==> src/rtl/mem_arb_pkg.sv <==
`default_nettype none
// ============================================================================
// Module   : mem_arb_pkg
// Purpose  : Shared types and constants for the data-port memory arbiter.
//            arb_state_t  - ownership state of the shared port
//            master_id_t  - identifies one of the two masters
//            M0 / M1      - CPU data port / boot-debug loader
//            PERIPH_BASE_DEF - start of the I/O region the loader may not reach
// Revision : 1.0 - initial release
// ============================================================================
package mem_arb_pkg;

    typedef enum logic [1:0] {
        IDLE = 2'd0,
        OWN0 = 2'd1,
        OWN1 = 2'd2
    } arb_state_t;

    typedef logic master_id_t;

    localparam master_id_t  M0              = 1'b0;
    localparam master_id_t  M1              = 1'b1;
    localparam logic [31:0] PERIPH_BASE_DEF = 32'hC000_0000;

endpackage : mem_arb_pkg
`default_nettype wire

==> src/rtl/mem_arbiter.sv <==
`default_nettype none
// ============================================================================
// Module   : mem_arbiter
// Purpose  : Round-robin arbiter sharing the data side of the unified memory
//            between the CPU (M0) and the boot/debug loader (M1), with a
//            bounded burst per owner and a loader block on the I/O region.
// Ports    : clk, reset_n          - clock, asynchronous active-low reset
//            m0_req/we/addr/wd     - CPU access request
//            m0_gnt/rd             - CPU grant and read data
//            m1_req/we/addr/wd     - loader access request
//            m1_gnt/rd/err         - loader grant, read data, region reject
//            mem_we/a/wd           - to memory (write enable, address, data)
//            mem_rd                - from memory (combinational read data)
// Revision : 1.0 - initial release
// ============================================================================
module mem_arbiter
    import mem_arb_pkg::*;
#(
    parameter int unsigned MAX_BURST   = 4,
    parameter logic [31:0] PERIPH_BASE = PERIPH_BASE_DEF
) (
    input  logic        clk,
    input  logic        reset_n,
    input  logic        m0_req,
    input  logic        m0_we,
    input  logic [31:0] m0_addr,
    input  logic [31:0] m0_wd,
    output logic        m0_gnt,
    output logic [31:0] m0_rd,
    input  logic        m1_req,
    input  logic        m1_we,
    input  logic [31:0] m1_addr,
    input  logic [31:0] m1_wd,
    output logic        m1_gnt,
    output logic [31:0] m1_rd,
    output logic        m1_err,
    output logic        mem_we,
    output logic [31:0] mem_a,
    output logic [31:0] mem_wd,
    input  logic [31:0] mem_rd
);

    localparam logic [3:0] BURST_LAST = 4'(MAX_BURST - 1);

    arb_state_t state_q,       state_d;
    master_id_t last_served_q, last_served_d;
    logic [3:0] beat_cnt_q,    beat_cnt_d;

    // View of the bus from the current owner's side; only meaningful in OWNx.
    master_id_t owner_id;
    logic       owner_req;
    logic       other_req;
    arb_state_t other_state;
    logic       m1_blocked;

    assign owner_id    = (state_q == OWN1) ? M1 : M0;
    assign owner_req   = (owner_id == M1) ? m1_req : m0_req;
    assign other_req   = (owner_id == M1) ? m0_req : m1_req;
    assign other_state = (owner_id == M1) ? OWN0 : OWN1;
    assign m1_blocked  = (m1_addr >= PERIPH_BASE);

    // ------------------------------------------------------------------
    // State registers
    // ------------------------------------------------------------------
    always_ff @(posedge clk or negedge reset_n) begin
        if (!reset_n) begin
            state_q       <= IDLE;
            last_served_q <= M1;    // M0 wins the first tie
            beat_cnt_q    <= 4'd0;
        end else begin
            state_q       <= state_d;
            last_served_q <= last_served_d;
            beat_cnt_q    <= beat_cnt_d;
        end
    end

    // ------------------------------------------------------------------
    // Next-state: ownership, fairness pointer and burst counter
    // ------------------------------------------------------------------
    always_comb begin
        state_d       = state_q;
        last_served_d = last_served_q;
        beat_cnt_d    = beat_cnt_q;
        case (state_q)
            IDLE: begin
                beat_cnt_d = 4'd0;
                if (m0_req && m1_req) begin
                    state_d = (last_served_q == M1) ? OWN0 : OWN1;
                end else if (m0_req) begin
                    state_d = OWN0;
                end else if (m1_req) begin
                    state_d = OWN1;
                end
            end
            OWN0, OWN1: begin
                if (owner_req) begin
                    if (beat_cnt_q == BURST_LAST) begin
                        // Burst exhausted: hand over only if someone waits,
                        // otherwise start a fresh burst for the same owner.
                        beat_cnt_d = 4'd0;
                        if (other_req) begin
                            state_d       = other_state;
                            last_served_d = owner_id;
                        end
                    end else begin
                        beat_cnt_d = beat_cnt_q + 4'd1;
                    end
                end else begin
                    // Owner went quiet: this dead cycle releases the bus.
                    last_served_d = owner_id;
                    beat_cnt_d    = 4'd0;
                    state_d       = other_req ? other_state : IDLE;
                end
            end
            default: begin
                state_d = IDLE;
            end
        endcase
    end

    // ------------------------------------------------------------------
    // Output mux: pure function of ownership and live master inputs
    // ------------------------------------------------------------------
    always_comb begin
        m0_gnt = 1'b0;
        m0_rd  = 32'd0;
        m1_gnt = 1'b0;
        m1_rd  = 32'd0;
        m1_err = 1'b0;
        mem_we = 1'b0;
        mem_a  = 32'd0;
        mem_wd = 32'd0;
        case (state_q)
            OWN0: begin
                if (m0_req) begin
                    mem_a  = m0_addr;
                    mem_wd = m0_wd;
                    mem_we = m0_we;
                    m0_gnt = 1'b1;
                    m0_rd  = mem_rd;
                end
            end
            OWN1: begin
                if (m1_req) begin
                    mem_a  = m1_addr;
                    mem_wd = m1_wd;
                    if (m1_blocked) begin
                        // Rejected beat: no write, no data, but it still
                        // consumes a slot of the burst.
                        m1_err = 1'b1;
                    end else begin
                        mem_we = m1_we;
                        m1_gnt = 1'b1;
                        m1_rd  = mem_rd;
                    end
                end
            end
            default: begin
            end
        endcase
    end

endmodule : mem_arbiter
`default_nettype wire
==> config.mk <==
export PLATFORM = sky130hd
export DESIGN_NAME = mem_arbiter
export DESIGN_NICKNAME = d
export VERILOG_FILES = /design/src/rtl/mem_arb_pkg.sv /design/src/rtl/mem_arbiter.sv
export SDC_FILE = /design/constraint.sdc
export NUM_CORES = 1
export LEC_CHECK = 0
export CORE_AREA = 2 2 115 117
export CTS_CLUSTER_SIZE = 40
export DETAILED_ROUTE_END_ITERATION = 12
export DIE_AREA = 0 0 117 119
export GPL_TIMING_DRIVEN = 0
export PLACE_DENSITY_LB_ADDON = 0.25
export SYNTH_ARGS = -nofsm -noshare
export SYNTH_HDL_FRONTEND = slang
export SYNTH_SLANG_ARGS = --single-unit
export TNS_END_PERCENT = 20
==> constraint.sdc <==
create_clock -name clk -period 2.18 [get_ports clk]
set_clock_uncertainty 0.1 [all_clocks]
set_input_delay 0.327 -clock clk [delete_from_list [all_inputs] [get_ports clk]]
set_output_delay 0.327 -clock clk [all_outputs]
set_load 0.01 [all_outputs]
==> results.cfg, run 1 <==
[outcome]
status = complete, but fails checks
violations = setup timing

[power]
leakage_nw = 2.64
sw_frac_of_total_pct = 45.4
p_comb_share_pct = 86.6
pwr_density_cell_nw_per_um2 = 713
p_seq_share_pct = 5.6
p_total_mw = 3.93
peakVddDrop_uv = 346
p_clk_share_pct = 7.8
internal_power_mw = 2.15
net-switching-power_mw = 1.79

[cells_and_area]
final_cells = 780
drive_gt1_share_pct = 38.6
area_growth_syn_to_layout_pct = 207
utilization_pct = 42.9
fillerInstances = 1292
diodes = 0
nets = 776

[clock_network]
numClockSinks = 7
ctsRootBufferMaster = clkbuf_16
cts_buffers = 3
htree_levels = 1
postCtsHoldBufs = 0
cts.path.max_buffers = 2
cts_tree = done
insertion_delay_ns = 0.23
clkTransAtPathRegs_ns = 0.04

[sta]
timing.final.ws_setup_ns = -0.131
min_period_ns = 2.31
setup_violations = 80
relSlewSlack_pct = 72.1
whs_ns = 0.261
fmax_mhz = 433
drv_slew = 0
tns_ns = -2.47
hold_violations = 0
tightest_slew_ns = 0.419
rsz0062_at_grt = yes
period_share_pct = 106

[yosys]
synthTopCellsByArea = a22oi_1, nor2_1, and2_1, and3_1, dfrtp_1
synth-seq-cells = 7
yosys_warnings = 0
yosysTopAreaCell = a22oi_1
avgSynthCellArea_sq_um = 6.40
synthArstFlopShare_pct = 100
synthFlopType = dfrtp_1
synthesis.area_sq_um = 1800
synthesis.instances = 281
syn-num-nets = 452
synth_common_cells = a22oi_1, nor2_1, and2_1, and3_1, clkbuf_1
synth_cell_types = 34
synth_edf_count = 0
synth.top_cell.area_share_pct = 27.6
ys_seq_area_share_pct = 9.81

[floorplanning]
placementRows = 42
start_util_pct = 14.0
die_area_sq_um = 13900
die_w_um = 117
coreArea_sq_um = 12900
dieHeight_um = 119
ios = 298

[drt]
vias = 3454
dr.pass1.iters = 4
antenna_left = 0
drtIter0Drc = 115
viasPerCell = 4.43
drc_errors = 0
wl_per_cell_um = 17.5
wl_mm = 13.7

[global_route]
grt_start_max_net_pins = 11
grt_pass1_wl_mm = 19.6
gr-total-overflow = 0
grt_usage_pct = 18.0
grt_pass1_vias = 3555
antenna_found_initial = 1

[placed_design]
portBuffers = 297
dpl.hpwl_mm = 10.7
post-place-cells = 754
routabilityCongestion = 0.919

[worst_setup_path]
reg2reg_to = beat_cnt_q[3]$_DFFE_PN0P_
rr_startpoint = state_q[1]$_DFFE_PN0P_
critPathLaunchType = flop
cp.arrival_ns = 1.88
critPathRequiredTime_ns = 1.75
critical_path.max_fanout = 6
crit_path_end_kind = output port
rrSetupSlack_ns = 0.28
critPathKind = flop to output port
reg2reg_depth = 7

[job]
drv_cap = 0

[hold_path]
hold_class = input port to async pin
-- worst max-delay path by stage --
| stage | start | to | slack, ns | cells after the start |
|---|---|---|---|---|
| after detailed placement | m0_req | mem_wd[19] | -0.96 | 7 |
| after floorplan | state_q[1]$_DFFE_PN0P_ | mem_a[10] | 0.21 | 7 |
| after global placement | m0_req | mem_wd[12] | -0.92 | 7 |
| after global routing | state_q[1]$_DFFE_PN0P_ | mem_wd[22] | -0.17 | 9 |
| after CTS | state_q[1]$_DFFE_PN0P_ | mem_wd[8] | -0.20 | 8 |
| final | state_q[1]$_DFFE_PN0P_ | mem_wd[22] | -0.13 | 9 |
-- layout by cell type (no fill, tap or decap), drive strengths merged, types with 2 or more instances in the layout --
cell type / n
a21bo: 2
a21oi: 5
a22oi: 66
and2: 34
and3: 34
buf: 124
clkbuf: 26
clkdlybuf4s15: 3
clkdlybuf4s50: 162
dfrtp: 6
dlygate4sd2: 36
dlymetal6s2s: 2
ha: 5
inv: 4
mux2: 2
nand2: 2
nand2b: 2
nor2: 66
nor2b: 3
nor3b: 2
o21ai: 5
o21bai: 2
-- cells by family after synthesis --
family / after synthesis / share of synthesized area, %
AND/OR/NAND/NOR: 146 / 42.2
multiplexers: 2 / 1.25
buffers and inverters: 36 / 8.42
adder cells (fa/ha/maj): 5 / 3.48
flip-flops: 7 / 9.81
AO/OA/AOI/OAI: 85 / 34.8
-- layer usage --
layer  global-route usage (%)  part of all wire, %
met1                     20.3                   38
met2                     34.3                   52
met3                     5.14                  9.1
met4                     1.54                 0.83
met5                        0                0.095
-- worst max-delay path: stages, from the launching register on --
cell and delay [ns]:
dfrtp_1 0.42, buf_6 0.14, ha_4 0.15, and2_4 0.17, buf_12 0.16, buf_12 0.13, buf_6 0.10, a22oi_2 0.17
nor2_1 0.06, buf_2 0.14
-- power groups by stage --
stage	Sequential [mW]	Combinational [mW]	Clock, mW
after floorplan	0.200	1.33	0
after global placement	0.206	2.77	0
after detailed placement	0.213	2.81	0
after CTS	0.218	3.22	0.315
after global routing	0.223	3.67	0.324
final	0.220	3.41	0.307
-- cell type report --
type,count,area (sq um),share of cell area (%)
multi-input combinational,239,1840,33.3
buffer,32,378,6.84
inverter,4,17.5,0.317
sequential,7,178,3.22
timing repair buffer,318,2810,50.9
tap,176,220,3.99
clock buffer,4,78.8,1.43
-- repair_timing --
| action | CTS | global route |
|---|---|---|
| endpoints found under the setup margin | 132 | 87 |
| setup buffers | 7 | 8 |
| gates resized for setup | 504 | 101 |
| cloned | 6 | 1 |
| pin swaps | 11 | 23 |
-- state kept, by name (all words and copies together) (netlist names) --
| name | count |
|---|---|
| beat_cnt_q | 4 |
| state_q | 2 |
| last_served_q | 1 |
-- stage by stage --
stage | worst slack (ns) | instance area, sq um
after global placement | -0.925 | 4990
final | -0.131 | 5520
after global routing | -0.171 | 5520
after CTS | -0.202 | 5390
after floorplan | 0.207 | 1800
after detailed placement | -0.960 | 4990
No activity file was read; power rests on OpenSTA's default activity.
==> run 2, diff against run 1 <==
- CAP_MARGIN: not set -> 25
- SETUP_SLACK_MARGIN: not set -> 0.05
==> run 2 against run 1 <==
Critical path depth is the same. Highest routed layer is now met4. The run still ends with setup timing left. Power rose by 0.14%. Flip-flop and latch count stayed put. Final area up 0.54%. Worst setup slack improved by 0.0012 ns.
==> results.cfg, run 2 (synthesis gave the netlist of run 1 again) <==
[floorplanning]
coreArea_sq_um = 12900
start_util_pct = 14.0
die_w_um = 117
ios = 298
die_area_sq_um = 13900
placementRows = 42
dieHeight_um = 119

[sta]
tightest_slew_ns = 0.414
rsz0062_at_grt = yes
setup_violations = 84
min_period_ns = 2.31
timing.final.ws_setup_ns = -0.130
period_share_pct = 106
hold_violations = 0
fmax_mhz = 433
relSlewSlack_pct = 72.4
drv_slew = 0
whs_ns = 0.261

[clock_network]
htree_levels = 1
cts_tree = done
postCtsHoldBufs = 0
insertion_delay_ns = 0.23
cts.path.max_buffers = 2
ctsRootBufferMaster = clkbuf_16
cts_buffers = 3
clkTransAtPathRegs_ns = 0.04
numClockSinks = 7

[drt]
viasPerCell = 4.43
drtIter0Drc = 106
antenna_left = 0
drc_errors = 0
wl_per_cell_um = 17.4
dr.pass1.iters = 4
wl_mm = 13.6
vias = 3460

[worst_setup_path]
critPathKind = flop to output port
critical_path.max_fanout = 6
critPathRequiredTime_ns = 1.75
critPathLaunchType = flop
rrSetupSlack_ns = 0.28
cp.arrival_ns = 1.88
crit_path_end_kind = output port
reg2reg_depth = 7

[hold_path]
hold_class = input port to async pin

[cells_and_area]
diodes = 0
mostFrequentLayoutCells = clkdlybuf4s50_1, buf_2, nor2_1
largest_reg_flops = 4
fillerInstances = 1285
final_cells = 781
area_growth_syn_to_layout_pct = 209
nets = 777
drive_gt1_share_pct = 39.0
final_area_sq_um = 5550
regMostFlops = beat_cnt_q
final_common_cell = clkdlybuf4s50_1
reg_top3 = beat_cnt_q (4), state_q (2), last_served_q (1)

[global_route]
grt_start_max_net_pins = 11
grt_pass1_wl_mm = 19.6
grt_usage_pct = 17.9
antenna_found_initial = 0
grt_pass1_vias = 3529
gr-total-overflow = 0

[power]
p_comb_share_pct = 86.6
sw_frac_of_total_pct = 45.2
pwr_density_cell_nw_per_um2 = 710
leakage_nw = 2.55
p_clk_share_pct = 7.8
internal_power_mw = 2.16
p_seq_share_pct = 5.6
peakVddDrop_uv = 346
net-switching-power_mw = 1.78

[placed_design]
portBuffers = 297
placed_cell_area_sq_um = 4990
routabilityCongestion = 0.919
post-place-cells = 754
dpl.hpwl_mm = 10.7

[outcome]
violations = setup timing
status = complete, but fails checks

[job]
drv_cap = 0
## run 2: cell types whose count changed in the layout (fill, tap and decap cells not counted), sizes merged
cell           previous run  this run
clkbuf                   26        21
dlygate4sd2              36         5
buf                     124       133
clkdlybuf4s15             3        31
## run 2: cell type report
| cell class | instances | area (sq um) | area share [%] |
|---|---|---|---|
| repair buffers | 319 | 2840 | 51.2 |
| multi-input cells | 239 | 1840 | 33.1 |
| plain buffers | 32 | 378 | 6.81 |
| well taps | 176 | 220 | 3.97 |
| flip-flops and latches | 7 | 178 | 3.20 |
| clock buffers | 4 | 78.8 | 1.42 |
| inverters | 4 | 17.5 | 0.316 |
## run 2: critical path, cell delays in order, from the launching register on
cell and delay [ns]:
dfrtp_1 0.42, buf_6 0.14, ha_4 0.15, and2_4 0.17
buf_12 0.16, buf_12 0.13, buf_6 0.10, a22oi_2 0.17
nor2_1 0.06, buf_2 0.14
## run 2: power by group through the flow
stage          registers (mW)  clock network (mW)  logic, mW
6_report                0.219               0.308       3.41
5_1_grt                 0.223               0.324       3.68
4_1_cts                 0.218               0.315       3.19
3_5_place_dp            0.213                   0       2.81
3_3_place_gp            0.206                   0       2.77
2_1_floorplan           0.200                   0       1.33
## run 2: metal layers
metal | share of wire [%] | wire length [um] | GRT usage, % | vias up
li1 | - | - | - | 1672
met2 | 52 | 7060 | 34.0 | 152
met1 | 38 | 5160 | 20.3 | 1628
met4 | 0.76 | 103 | 1.54 | 0
met5 | 0 | 0 | 0 | -
met3 | 9.3 | 1260 | 5.14 | 8
## run 2: metrics by stage
| stage | total power [mW] | worst slack, ns | util (%) | TNS (ns) |
|---|---|---|---|---|
| final | 3.94 | -0.130 | 43.1 | -2.38 |
| after global routing | 4.23 | -0.171 | 43.1 | -5.93 |
| after CTS | 3.72 | -0.202 | 40.8 | -3.33 |
| after detailed placement | 3.03 | -0.960 | 38.8 | -93.19 |
| after global placement | 2.98 | -0.925 | 38.8 | -89.80 |
| after floorplan | 1.53 | 0.207 | - | 0 |
## run 2: worst paths after layout
path	start	end
worst max register to register	state_q[1]$_DFFE_PN0P_	beat_cnt_q[3]$_DFFE_PN0P_
max in group asynchronous	reset_n	last_served_q$_DFFE_PN1P_
worst max-delay path	state_q[1]$_DFFE_PN0P_	mem_wd[22]
min in group clk	beat_cnt_q[1]$_DFFE_PN0P_	beat_cnt_q[1]$_DFFE_PN0P_
worst min register to register	beat_cnt_q[1]$_DFFE_PN0P_	beat_cnt_q[1]$_DFFE_PN0P_
worst min-delay path	reset_n	beat_cnt_q[2]$_DFFE_PN0P_
## run 2: repair_timing
item	4_1_cts	5_1_grt
pin swaps	12	23
setup endpoints to repair	132	94
gates resized for setup	533	113
setup buffers	7	9
gates cloned	6	1
